## src/rtl/uart_pkg.sv

```systemverilog
// Shared UART definitions: receiver/transmitter state encoding and parity-sense constants.
package uart_pkg;
    typedef enum logic [2:0] {
        ST_IDLE,
        ST_START,
        ST_DATA,
        ST_PARITY,
        ST_STOP,
        ST_WAIT_IDLE
    } uart_state_t;

    localparam int UART_PAR_EVEN = 0;
    localparam int UART_PAR_ODD  = 1;
endpackage

```

## src/rtl/uart_rx_sync.sv

```systemverilog
// Two-flop synchroniser for the asynchronous serial line; resets to the idle (high) level.
module uart_rx_sync (
    input  logic clk,
    input  logic rst_n,
    input  logic din,
    output logic dout
);
    logic meta;

    always_ff @(posedge clk or negedge rst_n) begin
        if (!rst_n) begin
            meta <= 1'b1;
            dout <= 1'b1;
        end else begin
            meta <= din;
            dout <= meta;
        end
    end
endmodule

```

## src/rtl/uart_rx_ext.sv

```systemverilog
// UART receiver with valid/ready output holding, frame/parity error and overrun reporting.
// Optional parity bit checking is compiled in with `define UART_RX_PARITY_EN.
module uart_rx_ext
    import uart_pkg::*;
#(
    parameter int CLK_PER_BIT = 217,
    parameter int DATA_BITS   = 8,
    parameter int STOP_BITS   = 1,
    parameter int PARITY_ODD  = 0
) (
    input  logic                 clk,
    input  logic                 rst_n,
    input  logic                 serialData,
    output logic [DATA_BITS-1:0] dataout,
    output logic                 valid_o,
    input  logic                 ready_i,
    output logic                 frame_err_o,
    output logic                 parity_err_o,
    output logic                 overrun_o,
    output logic                 busy_o
);
    localparam int               CNT_W     = $clog2(CLK_PER_BIT);
    localparam logic [CNT_W-1:0] CNT_HALF  = CNT_W'((CLK_PER_BIT - 1) / 2);
    localparam logic [CNT_W-1:0] CNT_LAST  = CNT_W'(CLK_PER_BIT - 1);
    localparam logic [3:0]       IDX_DLAST = 4'(DATA_BITS - 1);
    localparam logic [3:0]       IDX_SLAST = 4'(STOP_BITS - 1);

    logic                 rx_s;
    uart_state_t          state;
    logic [CNT_W-1:0]     cnt;
    logic [3:0]           idx;
    logic [DATA_BITS-1:0] shreg;
    logic                 ferr;

    uart_rx_sync u_sync (
        .clk  (clk),
        .rst_n(rst_n),
        .din  (serialData),
        .dout (rx_s)
    );

    assign busy_o = (state != ST_IDLE);

`ifdef UART_RX_PARITY_EN
    localparam logic PAR_SENSE = (PARITY_ODD == UART_PAR_ODD);
    logic perr;
    logic parity_err_q;
    assign parity_err_o = parity_err_q;
`else
    assign parity_err_o = 1'b0;
`endif

    always_ff @(posedge clk or negedge rst_n) begin
        if (!rst_n) begin
            state       <= ST_IDLE;
            cnt         <= '0;
            idx         <= '0;
            shreg       <= '0;
            ferr        <= 1'b0;
            dataout     <= '0;
            valid_o     <= 1'b0;
            frame_err_o <= 1'b0;
            overrun_o   <= 1'b0;
`ifdef UART_RX_PARITY_EN
            perr         <= 1'b0;
            parity_err_q <= 1'b0;
`endif
        end else begin
            overrun_o <= 1'b0;
            // Completion below overrides this clear when a new word is loaded.
            if (valid_o && ready_i)
                valid_o <= 1'b0;

            case (state)
                ST_IDLE: begin
                    cnt  <= '0;
                    idx  <= '0;
                    ferr <= 1'b0;
`ifdef UART_RX_PARITY_EN
                    perr <= 1'b0;
`endif
                    if (!rx_s)
                        state <= ST_START;
                end
                ST_START: begin
                    if (cnt == CNT_HALF) begin
                        cnt   <= '0;
                        state <= rx_s ? ST_IDLE : ST_DATA;
                    end else
                        cnt <= cnt + 1'b1;
                end
                ST_DATA: begin
                    if (cnt == CNT_LAST) begin
                        cnt   <= '0;
                        shreg <= {rx_s, shreg[DATA_BITS-1:1]};
                        if (idx == IDX_DLAST) begin
                            idx <= '0;
`ifdef UART_RX_PARITY_EN
                            state <= ST_PARITY;
`else
                            state <= ST_STOP;
`endif
                        end else
                            idx <= idx + 1'b1;
                    end else
                        cnt <= cnt + 1'b1;
                end
`ifdef UART_RX_PARITY_EN
                ST_PARITY: begin
                    if (cnt == CNT_LAST) begin
                        cnt   <= '0;
                        perr  <= rx_s ^ (^shreg) ^ PAR_SENSE;
                        state <= ST_STOP;
                    end else
                        cnt <= cnt + 1'b1;
                end
`endif
                ST_STOP: begin
                    if (cnt == CNT_LAST) begin
                        cnt <= '0;
                        if (idx == IDX_SLAST) begin
                            idx   <= '0;
                            // A line still low here is a break; wait for idle before re-arming.
                            state <= rx_s ? ST_IDLE : ST_WAIT_IDLE;
                            if (!valid_o || ready_i) begin
                                dataout     <= shreg;
                                valid_o     <= 1'b1;
                                frame_err_o <= ferr | ~rx_s;
`ifdef UART_RX_PARITY_EN
                                parity_err_q <= perr;
`endif
                            end else
                                overrun_o <= 1'b1;
                        end else begin
                            idx  <= idx + 1'b1;
                            ferr <= ferr | ~rx_s;
                        end
                    end else
                        cnt <= cnt + 1'b1;
                end
                ST_WAIT_IDLE: begin
                    if (rx_s)
                        state <= ST_IDLE;
                end
                default: state <= ST_IDLE;
            endcase
        end
    end
endmodule
```

## config.mk

```make
export PLATFORM = sky130hd
export DESIGN_NAME = uart_rx_ext
export DESIGN_NICKNAME = d
export VERILOG_FILES = /design/src/rtl/uart_pkg.sv /design/src/rtl/uart_rx_sync.sv /design/src/rtl/uart_rx_ext.sv
export SDC_FILE = /design/constraint.sdc
export NUM_CORES = 1
export LEC_CHECK = 0
export ABC_CLOCK_PERIOD_IN_PS = 4400
export CELL_PAD_IN_SITES_DETAIL_PLACEMENT = 1
export CELL_PAD_IN_SITES_GLOBAL_PLACEMENT = 2
export CORE_MARGIN = 2
export CORE_UTILIZATION = 28
export CTS_CLUSTER_SIZE = 12
export DETAILED_ROUTE_END_ITERATION = 8
export GPL_TIMING_DRIVEN = 0
export PLACE_DENSITY_LB_ADDON = 0.1
export SLEW_MARGIN = 20
export SYNTH_ARGS = -nofsm -noshare
export SYNTH_HDL_FRONTEND = slang
export SYNTH_SLANG_ARGS = --single-unit
```

## constraint.sdc

```tcl
create_clock -name clk -period 4.4 [get_ports clk]
set_input_delay 0.44 -clock clk [delete_from_list [all_inputs] [get_ports clk]]
set_output_delay 0.44 -clock clk [all_outputs]
set_load 0.1 [all_outputs]
```

Yosys cells after proc, flatten, opt, wreduce, memory -nomap -nowiden. Cells that the tools add are included.

Add/sub/neg operators: 2. Equal/unequal tests: 15. Muxes and demuxes: 30. Bitwise logic cells: 2. Reductions and logical operators: 15.

Operators by type and width (number): 2-to-1 mux 3 bit (8); case mux 8 bit (3 select lines) (1); 2-to-1 mux 4 bit (4); 2-to-1 mux 8 bit (2); case mux 3 bit (5 select lines) (1); != test 2 bit (second input constant) (7); case mux 4 bit (3 select lines) (1); 2-to-1 mux 1 bit (11); nonzero test 3 bit (3); adder 8 x 1 -> 8 bit (second input constant) (1); equality test 8 x 7 -> 1 bit (second input constant) (1); equality test 8 bit (second input constant) (1); AND reduction 7 bit (1); equality test 3 bit (second input constant) (2); AND reduction 3 bit (2); adder 4 x 1 -> 4 bit (second input constant) (1); equality test 4 x 3 -> 1 bit (second input constant) (1); zero test 4 bit (1); AND reduction 4 bit (1); equality test 3 x 1 -> 1 bit (second input constant) (1); equality test 3 x 2 -> 1 bit (second input constant) (1); zero test 3 bit (1); 2-to-1 mux 2 bit (1); != test 2 x 1 -> 1 bit (second input constant) (1); other kinds (9) (9).

Bits in registers: 37. Bits of input ports: 4. Output and inout bits: 13. Word-level logic and storage cells: 75.

Longest topological paths before layout.
Word-level depth: 6. Gate-level depth with buffers: 7. Mapped depth without buffers: 6.

Cells and area by module. From an unflattened synthesis, not the netlist that was laid out.

Cell total of the unflattened synthesis: 165. Area total of the unflattened synthesis: 1868.0 sq um.

Modules (own cells, without submodules): uart_rx_ext (instances 1, cells an instance 163, area each 1815.5 sq um, seq. area each 875.8 sq um); uart_rx_sync (instances 1, cells an instance 2, area each 52.6 sq um, seq. area each 52.6 sq um).

Worst setup path after synthesis. No wires, ideal clock.

Kind: register to output. Start point: reg state[2]. End point: out busy_o. Data arrival time: 1377 ps. Required time: 3960 ps. Setup slack: 2583 ps. Stages on the path, launching flop included: 5. Path buffers: 1. Path through: dfrtp_1 -> buf_2 -> or2_2 -> nor2_1 -> inv_1.

Cells in the longest elaborated chain, start to end: 1.

Ends and longest elaborated chain: from (decl) (RTL line uart_rx_ext.sv:29) `uart_state_t state;`; from (signal assigned) (RTL line uart_rx_ext.sv:88) `state <= rx_s ? ST_IDLE : ST_DATA;`; from (signal assigned) (RTL line uart_rx_ext.sv:124) `state <= rx_s ? ST_IDLE : ST_WAIT_IDLE;`; nonzero test 3 bit (RTL line uart_rx_ext.sv:42) `assign busy_o = (state != ST_IDLE);`; to (decl) (RTL line uart_rx_ext.sv:20) `output logic busy_o`.

Every way passes these cells.

Worst setup path after layout. Same ends and word-level chain as after synthesis.

==> out/qor.txt <==
Core Util, Final: 34.6%
Fin Setup TNS: 0 ns
Final Wtd Congestion: 0.769
DRT iter0 DRCs: 41
Post-synth EDFFs: 0
core region area: 6350 sq um
drt total wl: 4.06 mm
most frequent cells in the layout: dfrtp_1, mux2_2, nor2_1, clkdlybuf4s50_1
syn_nets: 174
Tightest Hold Check Type: input pin to async pin
Final WS setup: 1.53 ns
Detail Route Antenna Nets: 0
Syn Inst Count: 166
post-synthesis sequential area ratio: 50.3%
actual slew at the worst max-slew pin: 0.965 ns
Vias/cell: 4.93
worst IR drop on VDD: 0.000104 V
top post-synthesis cells by area: dfrtp_1, mux2_2, dfstp_2
share of layout cells above drive strength 1: 22.1%
post-route cell area: 2200 sq um
final setup vio count: 0
Die Y: 85.2 um
fin nets: 197
cell breakdown of the critical path: buf_2 -> or2_2 -> nor2_1 -> inv_1 -> clkdlybuf4s50_1
leading area contributor after synthesis: dfrtp_1
Hold Buf Count CTS: 0
Leak Pwr: 1.02 nW
mapped cell area: 1850 sq um
Worst Path Max Fanout: 10
top-area cell type share of the netlist area: 47.4%
outcome: finished clean
Worst EP required: 3.96 ns
post-CTS sizing: 0
final worst-path cycle share: 65.2%
# H-tree levels: 2
root buffer cell: clkbuf_8
die area: 7260 sq um
initial antenna violation count: 0
# port buffers: 15
post-DP HPWL: 3.04 mm
synth warn: 0
Placement Setup Slack: 1.84 ns
cell row count: 29
die width: 85.2 um
Post-Syn Area per Cell: 11.1 sq um
Crit Path Class: flop to output pin
Max Slew Vio Count: 0
CP arrival: 2.43 ns
DRT Pass-1 Iters: 4
final worst path period need: 2.87 ns
Critical-path top delay cell: clkdlybuf4s50_1
clk_lat worst skew: 0.29 ns
met2 usage: 20.2%
Total GRT Usage: 12.5%
TritonCTS Buffers: 5
FF-to-FF Start: idx[0]$_DFFE_PN0P_
setup repair bufs after CTS: 0
Area after DPL: 2120 sq um
ys flop type: dfrtp_1
deepest clock path buffer count: 2
Layout Skew: 0.00427 ns
CTS tree: yes
boundary pin count: 17
share of flip-flops with an asynchronous set or reset: 100%
global route overflow: 0
fmax: 0.349 GHz
wire per inst: 15.2 um
DRC: 0
Num Clock Sinks: 37
RSZ-0062 raised after global routing: no
n_diodes: 0
placed cells: 259
critical path launch point type: flop
met3 Use GR: 2.92%
P&R area growth vs syn: 19.0%
Crit path depth: 5
PD cells: 268 nW/um^2
DR vias: 1316
met1 Usage GRT: 16.8%
Crit path max-delay family: buffers and inverters
fill cell total of the finished layout: 684
first-pass GRT wire length: 7.22 mm
post-synthesis cell type count: 49
R2R Setup Slk: 2.34 ns
commonest non-fill, non-tap cell in the layout: dfrtp_1
clock transition at the registers of the reported paths: 0.07 ns
fin cells: 267
vias in the first global route: 1417
Worst path max stage delay: 0.96 ns
final hold violation count: 0
CP endpoint kind: output pin
most used routing layer: met2
pin count of the biggest net entering global routing: 21
max_slew headroom: 35.5%
FF-to-FF End: state[1]$_DFFE_PN0P_
Worst R2R Path Depth: 6
Bufs and invs on worst path: 3
Synth Register Bits: 37
Starting Density: 29.1%
Max Cap Viol: 0
[kinds of logic (layout without fill, tap and decap cells)]
group | Yosys count | count (layout) | share of synthesized area (%)
DFF | 37 | 37 | 50.3
and+or+nand+nor | 54 | 54 | 15.8
buffers and inverters | 18 | 42 | 5.08
other | 1 | 1 | 0.203
muxes | 18 | 18 | 10.9
AOI/OAI and AO/OA | 32 | 32 | 14.1
adders and majority gates | 4 | 4 | 2.71
xor gates and xnor gates | 2 | 2 | 0.949
[registers in the layout, summed over array words and instances, names as in the netlist]
| name | flops |
|---|---|
| cnt | 8 |
| dataout | 8 |
| ferr | 1 |
| frame_err_o | 1 |
| idx | 4 |
| overrun_o | 1 |
| shreg | 8 |
| state | 3 |
| u_sync.dout | 1 |
| u_sync.meta | 1 |
| valid_o | 1 |
[where the power goes]
part	internal (W)	leakage, nW	switching [W]	total (W)
sequential	0.000342	0.495	0.00000103	0.000343
combinational	0.00000532	0.477	0.0000118	0.0000171
clock	0.000110	0.0450	0.000119	0.000229
[Yosys cell counts, types with 3 or more instances]
master	number
nor3_1	3
a22oi_1	3
nor2_1	14
dfrtp_1	35
nand2b_1	5
ha_1	4
buf_2	3
inv_1	11
mux2_2	15
nand3_1	6
nand2_1	11
and3_1	3
o21ai_0	7
[how the worst max path moves through the flow]
stage                              start      to  slack (ns)
floorplan           state[2]$_DFFE_PN0P_  busy_o        2.58
global placement    state[2]$_DFFE_PN0P_  busy_o        1.86
detailed placement  state[2]$_DFFE_PN0P_  busy_o        1.84
CTS                 state[2]$_DFFE_PN0P_  busy_o        1.51
global route        state[2]$_DFFE_PN0P_  busy_o        1.42
finish              state[2]$_DFFE_PN0P_  busy_o        1.53
[final cells by class]
class	instances	area (sq um)	share of cell area [%]
buffer	7	52.6	2.39
clock buffer	6	72.6	3.30
clock inverter	2	10.0	0.455
inverter	11	41.3	1.88
multi-input combinational	111	825	37.5
sequential	37	928	42.2
tap	77	96.3	4.38
timing repair buffer	16	173	7.85
[per-layer routing]
layer / up-vias / wire length (um)
li1: 634 / -
met1: 661 / 2000
met2: 15 / 1890
met3: 6 / 113
met4: 0 / 51
met5: - / 0
[metrics by stage]
step	hold slack (ns)	total power, W
6_report	0.103	0.000589
5_1_grt	0.126	0.000622
4_1_cts	0.118	0.000605
3_5_place_dp	0.349	0.000367
3_3_place_gp	0.346	0.000364
2_1_floorplan	0.144	0.000354
No activity file was read; power rests on OpenSTA's default activity.
==> edit 1, RTL diff (config.mk and constraints unchanged) <==
Add a define of `UART_RX_PARITY_EN`.
--- a/src/rtl/uart_rx_ext.sv
+++ b/src/rtl/uart_rx_ext.sv
@@ -2,2 +2,4 @@
 // Optional parity bit checking is compiled in with `define UART_RX_PARITY_EN.
+`define UART_RX_PARITY_EN
+
 module uart_rx_ext
Formal check against the unedited RTL: no difference found for any inputs over 10 cycles, from zero or initial values and one cycle with rst_n low; that may be too few to reach the edited logic, so the function may still have changed.
==> edit 1 against the original RTL <==
Synthesized area increased by 6.7%. Clock power up 19%. Final cell count grew 12%. Sequential cell count rose by 2. Non-clock buffer count stayed put. Wire length up 11%. Sequential share of layout area decreased by 0.94 points. Sequential power grew 5%. Power up 9.8%. Clock skew decreased by 0.00071 ns. Setup slack got worse by 0.078 ns. Synthesized cell count grew 7.8%. Core utilization grew 0.26 points. Final area is 7.8% higher.
==> edit 1: results (changes against the original RTL) <==
Yosys
  • Post-synthesis sequential area ratio: 49.7% (was 50.3%)
  • Yosys warns: 0 (unchanged)
  • Average size of a mapped cell: 11.0 um2 (was 11.1 um2)
  • Syn Nets: 187 (was 174)
  • Synth Area in Adders: 3.05% (was 2.71%)
  • Fraction of synthesized area in multiplexers: 10.3% (was 10.9%)
  • Top cells by count, synth: 37 x dfrtp_1, 18 x mux2_2, 13 x o21ai_0 (was 35 x dfrtp_1, 15 x mux2_2, 14 x nor2_1)
  • Top post-synthesis cells by area: dfrtp_1 47%, mux2_2 10%, xnor2_1 3.6%, o21ai_0 3.3%, dfstp_2 2.7% (was dfrtp_1 47%, mux2_2 9.1%, dfstp_2 2.8%, nor2_1 2.8%, ha_1 2.7%)
  • Complex-gate fraction of the synthesized area: 13.0% (was 14.1%)
  • Number of library cell types mapped by synthesis: 46 (was 49)
  • Xor/xnor share of the synthesized area: 4.00% (was 0.949%)

Final layout
  • Nets: 211 (was 197)
  • Filler instances: 754 (was 684)
  • Top flop regs: cnt x8, dataout x8, shreg x8 (unchanged)
  • Ant. Diodes: 0 (unchanged)
  • Share of cells above drive strength 1: 18.6% (was 22.1%)

Clock tree
  • Num CTS Buffers: 5 (unchanged)
  • CTS resizes: 0 (unchanged)
  • Max H-tree Level: 2 (unchanged)
  • Root buf cell: clkbuf_8 (unchanged)
  • CTS max path bufs: 2 (unchanged)
  • CTS clk-pin slew, worst paths: 0.08 ns

Critical path
  • Worst r2r src: idx[0]$_DFFE_PN0P_ (unchanged)
  • Reg2reg end: dataout[6]$_DFFE_PN0P_ (was state[1]$_DFFE_PN0P_)
  • Reg2Reg Depth: 7 (was 6)
  • Delay-heaviest family, CP: buffers and inverters (unchanged)
  • Worst setup startpoint: state[0]$_DFFE_PN0P_ (was state[2]$_DFFE_PN0P_)
  • Crit path DAT: 2.51 ns (was 2.43 ns)
  • Worst path max stage delay: 1.13 ns (was 0.96 ns)
  • R2R Setup Slk: 2.00 ns (was 2.34 ns)

Status
  • Status: finished clean (unchanged)

GRT
  • Tot GR Track Use: 13.4% (was 12.5%)
  • Largest net degree at the start of global routing: 30 (was 21)
  • First-pass GRT wire length: 8060 um (was 7220 um)
  • Initial antenna violation count: 0 (unchanged)
  • Vias in the first global route: 1622 (was 1417)

Power
  • Pleak: 0.00103 uW (was 0.00102 uW)
  • Internal power: 507 uW (was 457 uW)
  • Worst vdd rail ir drop: 139 uV (was 104 uV)

STA
  • Final Skew: 0.00356 ns (was 0.00427 ns)
  • Rel. slew slack: 34.9% (was 35.5%)

Run
  • Max-Cap Viols: 0 (unchanged)

Placement
  • RD Place Congestion: 0.743 (was 0.769)
  • IO Port Bufs: 16 (was 15)
  • DP Wirelength: 3330 um (was 3040 um)
  • Cells after DPL: 292 (was 259)

Routing
  • Starting DRT DRC Count: 40 (was 41)
  • DR WL/cell: 15.0 um (was 15.2 um)
  • Final Routed Wirelength: 4510 um (was 4060 um)
  • Vias per cell: 4.76 (was 4.93)
## edit 1: worst min-delay path by stage
stage | startpoint | to | slack [ns]
floorplan | rst_n | cnt[0]$_DFFE_PN0P_ | 0.14
global placement | u_sync.meta$_DFF_PN1_ | u_sync.dout$_DFF_PN1_ | 0.35
detailed placement | rst_n | cnt[2]$_DFFE_PN0P_ | 0.35
CTS | rst_n | cnt[2]$_DFFE_PN0P_ | 0.03
global route | rst_n | cnt[2]$_DFFE_PN0P_ | 0.04
finish | rst_n | cnt[2]$_DFFE_PN0P_ | 0.03
## edit 1: worst register-to-register path: cells and delay by family, from the launching register on
kind,cells,cell delay (ns)
compound gates,1,0.28
fa+ha+maj,1,0.17
buf+inv,1,0.09
flops,1,0.45
mux,1,0.36
simple gates,3,0.96
## edit 1: stage by stage
step	utilization, %	power, uW	worst slack, ns	area (um2)
after global placement	33.1	380	1.75	2250
after detailed placement	33.4	382	1.77	2270
final	34.9	647	1.45	2370
after global routing	34.9	675	1.31	2370
after floorplan	-	369	2.31	1970
after CTS	34.9	660	1.43	2370
## edit 1: cell type report
type,instances,area [um2],area share [%]
Buffer,6,25.0,1.06
Clock buffer,7,96.3,4.07
Clock inverter,1,7.51,0.317
Inverter,8,30.0,1.27
Multi-Input combinational cell,126,937,39.5
Sequential cell,39,978,41.3
Tap cell,96,120,5.07
Timing Repair Buffer,17,175,7.39
## edit 1: layer usage
| layer | share of wire (%) | track usage [%] | up-vias |
|---|---|---|---|
| li1 | - | - | 684 |
| met1 | 47 | 17.3 | 719 |
| met2 | 49 | 22.0 | 19 |
| met3 | 2.7 | 3.68 | 7 |
| met4 | 1.2 | 3.78 | 0 |
| met5 | 0 | 0 | - |
## edit 1: cells by family (layout without fill, tap and decap cells)
kind of cell	count (synthesis)	count (layout)
AO/OA/AOI/OAI	40	40
AND/OR/NAND/NOR	54	54
XOR/XNOR	9	9
adder cells (fa/ha/maj)	5	5
multiplexers	18	18
flip-flops	39	39
buffers and inverters	14	39
## edit 1: power by group through the flow
stage,logic [uW],clock network (uW),registers [uW]
after global routing,15.5,298,361
after global placement,12.0,0,368
after floorplan,1.71,0,368
final,13.3,273,361
after CTS,14.2,285,361
after detailed placement,14.1,0,368
==> edit 2, RTL diff (config.mk and constraints unchanged) <==
Without the edit above. One comparison of `idx` changes from == to >=.
--- a/src/rtl/uart_rx_ext.sv
+++ b/src/rtl/uart_rx_ext.sv
@@ -95,3 +95,3 @@
                         shreg <= {rx_s, shreg[DATA_BITS-1:1]};
-                        if (idx == IDX_DLAST) begin
+                        if (idx >= IDX_DLAST) begin
                             idx <= '0;
Formal check against the unedited RTL: no difference found for any inputs over 10 cycles, from zero or initial values and one cycle with rst_n low; that may be too few to reach the edited logic, so the function may still have changed.
==> edit 2 against the original RTL <==
Power rose by 1.1%. Synthesized cell count fell by 2.4%. Hold slack got worse by 0.051 ns. Wire length rose by 3.0%. Final area rose by 2.7%. Sequential cell count did not move. Register-to-register slack improved by 0.11 ns. Synthesized area rose by 3.2%. Clock skew barely moved. Count of clock-buffer cells in the layout fell by 1. Setup slack improved by 0.14 ns. Largest cell class unchanged.
==> edit 2: results (changes against the original RTL) <==
Power
  • Clock Power Share: 39.8% (was 38.9%)
  • Worst vdd rail ir drop: 81.7 uV (was 104 uV)
  • Seq power: 342 uW (was 343 uW)
  • Internal power: 456 uW (was 457 uW)
  • Pleak: 0.00104 uW (was 0.00102 uW)

Status
  • Status: finished clean (unchanged)

Routing
  • Final Routed Wirelength: 4180 um (was 4060 um)
  • Starting DRT DRC Count: 69 (was 41)

Final layout
  • Non-clock buffer share: 10.5% (was 10.2%)
  • Share of cells above drive strength 1: 24.7% (was 22.1%)
  • Final cell count without fillers: 266 (was 267)
  • Inverters: 10 (was 11)
  • Clock-cell share: 3.82% (was 3.76%)
  • Multi-Input Combinational: 107 (was 111)
  • Nets: 193 (was 197)

Yosys
  • Post-synthesis sequential area ratio: 48.7% (was 50.3%)
  • Number of library cell types mapped by synthesis: 47 (was 49)
  • Top post-synthesis cells by area: dfrtp_1 46%, mux2_4 7.1%, mux2_2 4.7%, dfstp_2 2.8%, ha_1 2.6% (was dfrtp_1 47%, mux2_2 9.1%, dfstp_2 2.8%, nor2_1 2.8%, ha_1 2.7%)
  • Xor/xnor share of the synthesized area: 0.460% (was 0.949%)

GRT
  • Tot GR Track Use: 12.0% (was 12.5%)
  • Largest net degree at the start of global routing: 26 (was 21)

Placement
  • DP Worst Slack: 1.99 ns (was 1.84 ns)
  • Cells after DPL: 258 (was 259)

STA
  • Rel. slew slack: 33.7% (was 35.5%)
  • Final Skew: 0.00468 ns (was 0.00427 ns)

Critical path
  • Worst path max stage delay: 0.99 ns (was 0.96 ns)
edit 2: cell count changes in the layout (fill, tap and decap cells not counted), moves of 3 or more:
cell,change
nor2_1,-4
a22oi_1,+3
nand2_1,-6
mux2_4,+9
mux2_2,-7
edit 2: worst paths after layout:
kind                                  startpoint                     to  slack [ns]
max in group asynchronous                  rst_n  u_sync.dout$_DFF_PN1_        3.82
min                                        rst_n    overrun_o$_DFF_PN0_        0.05
min in group clk           u_sync.meta$_DFF_PN1_  u_sync.dout$_DFF_PN1_        0.36
min reg2reg                u_sync.meta$_DFF_PN1_  u_sync.dout$_DFF_PN1_        0.36
max reg2reg                   idx[0]$_DFFE_PN0P_     idx[2]$_DFFE_PN0P_        2.45
max                         state[1]$_DFFE_PN0P_                 busy_o        1.68
edit 2: metal layers:
layer	up-vias	global-route usage [%]	wire (um)
li1	631	-	-
met1	660	15.1	1920
met2	15	21.0	2120
met3	5	2.57	98
met4	0	2.98	40
met5	-	0	0
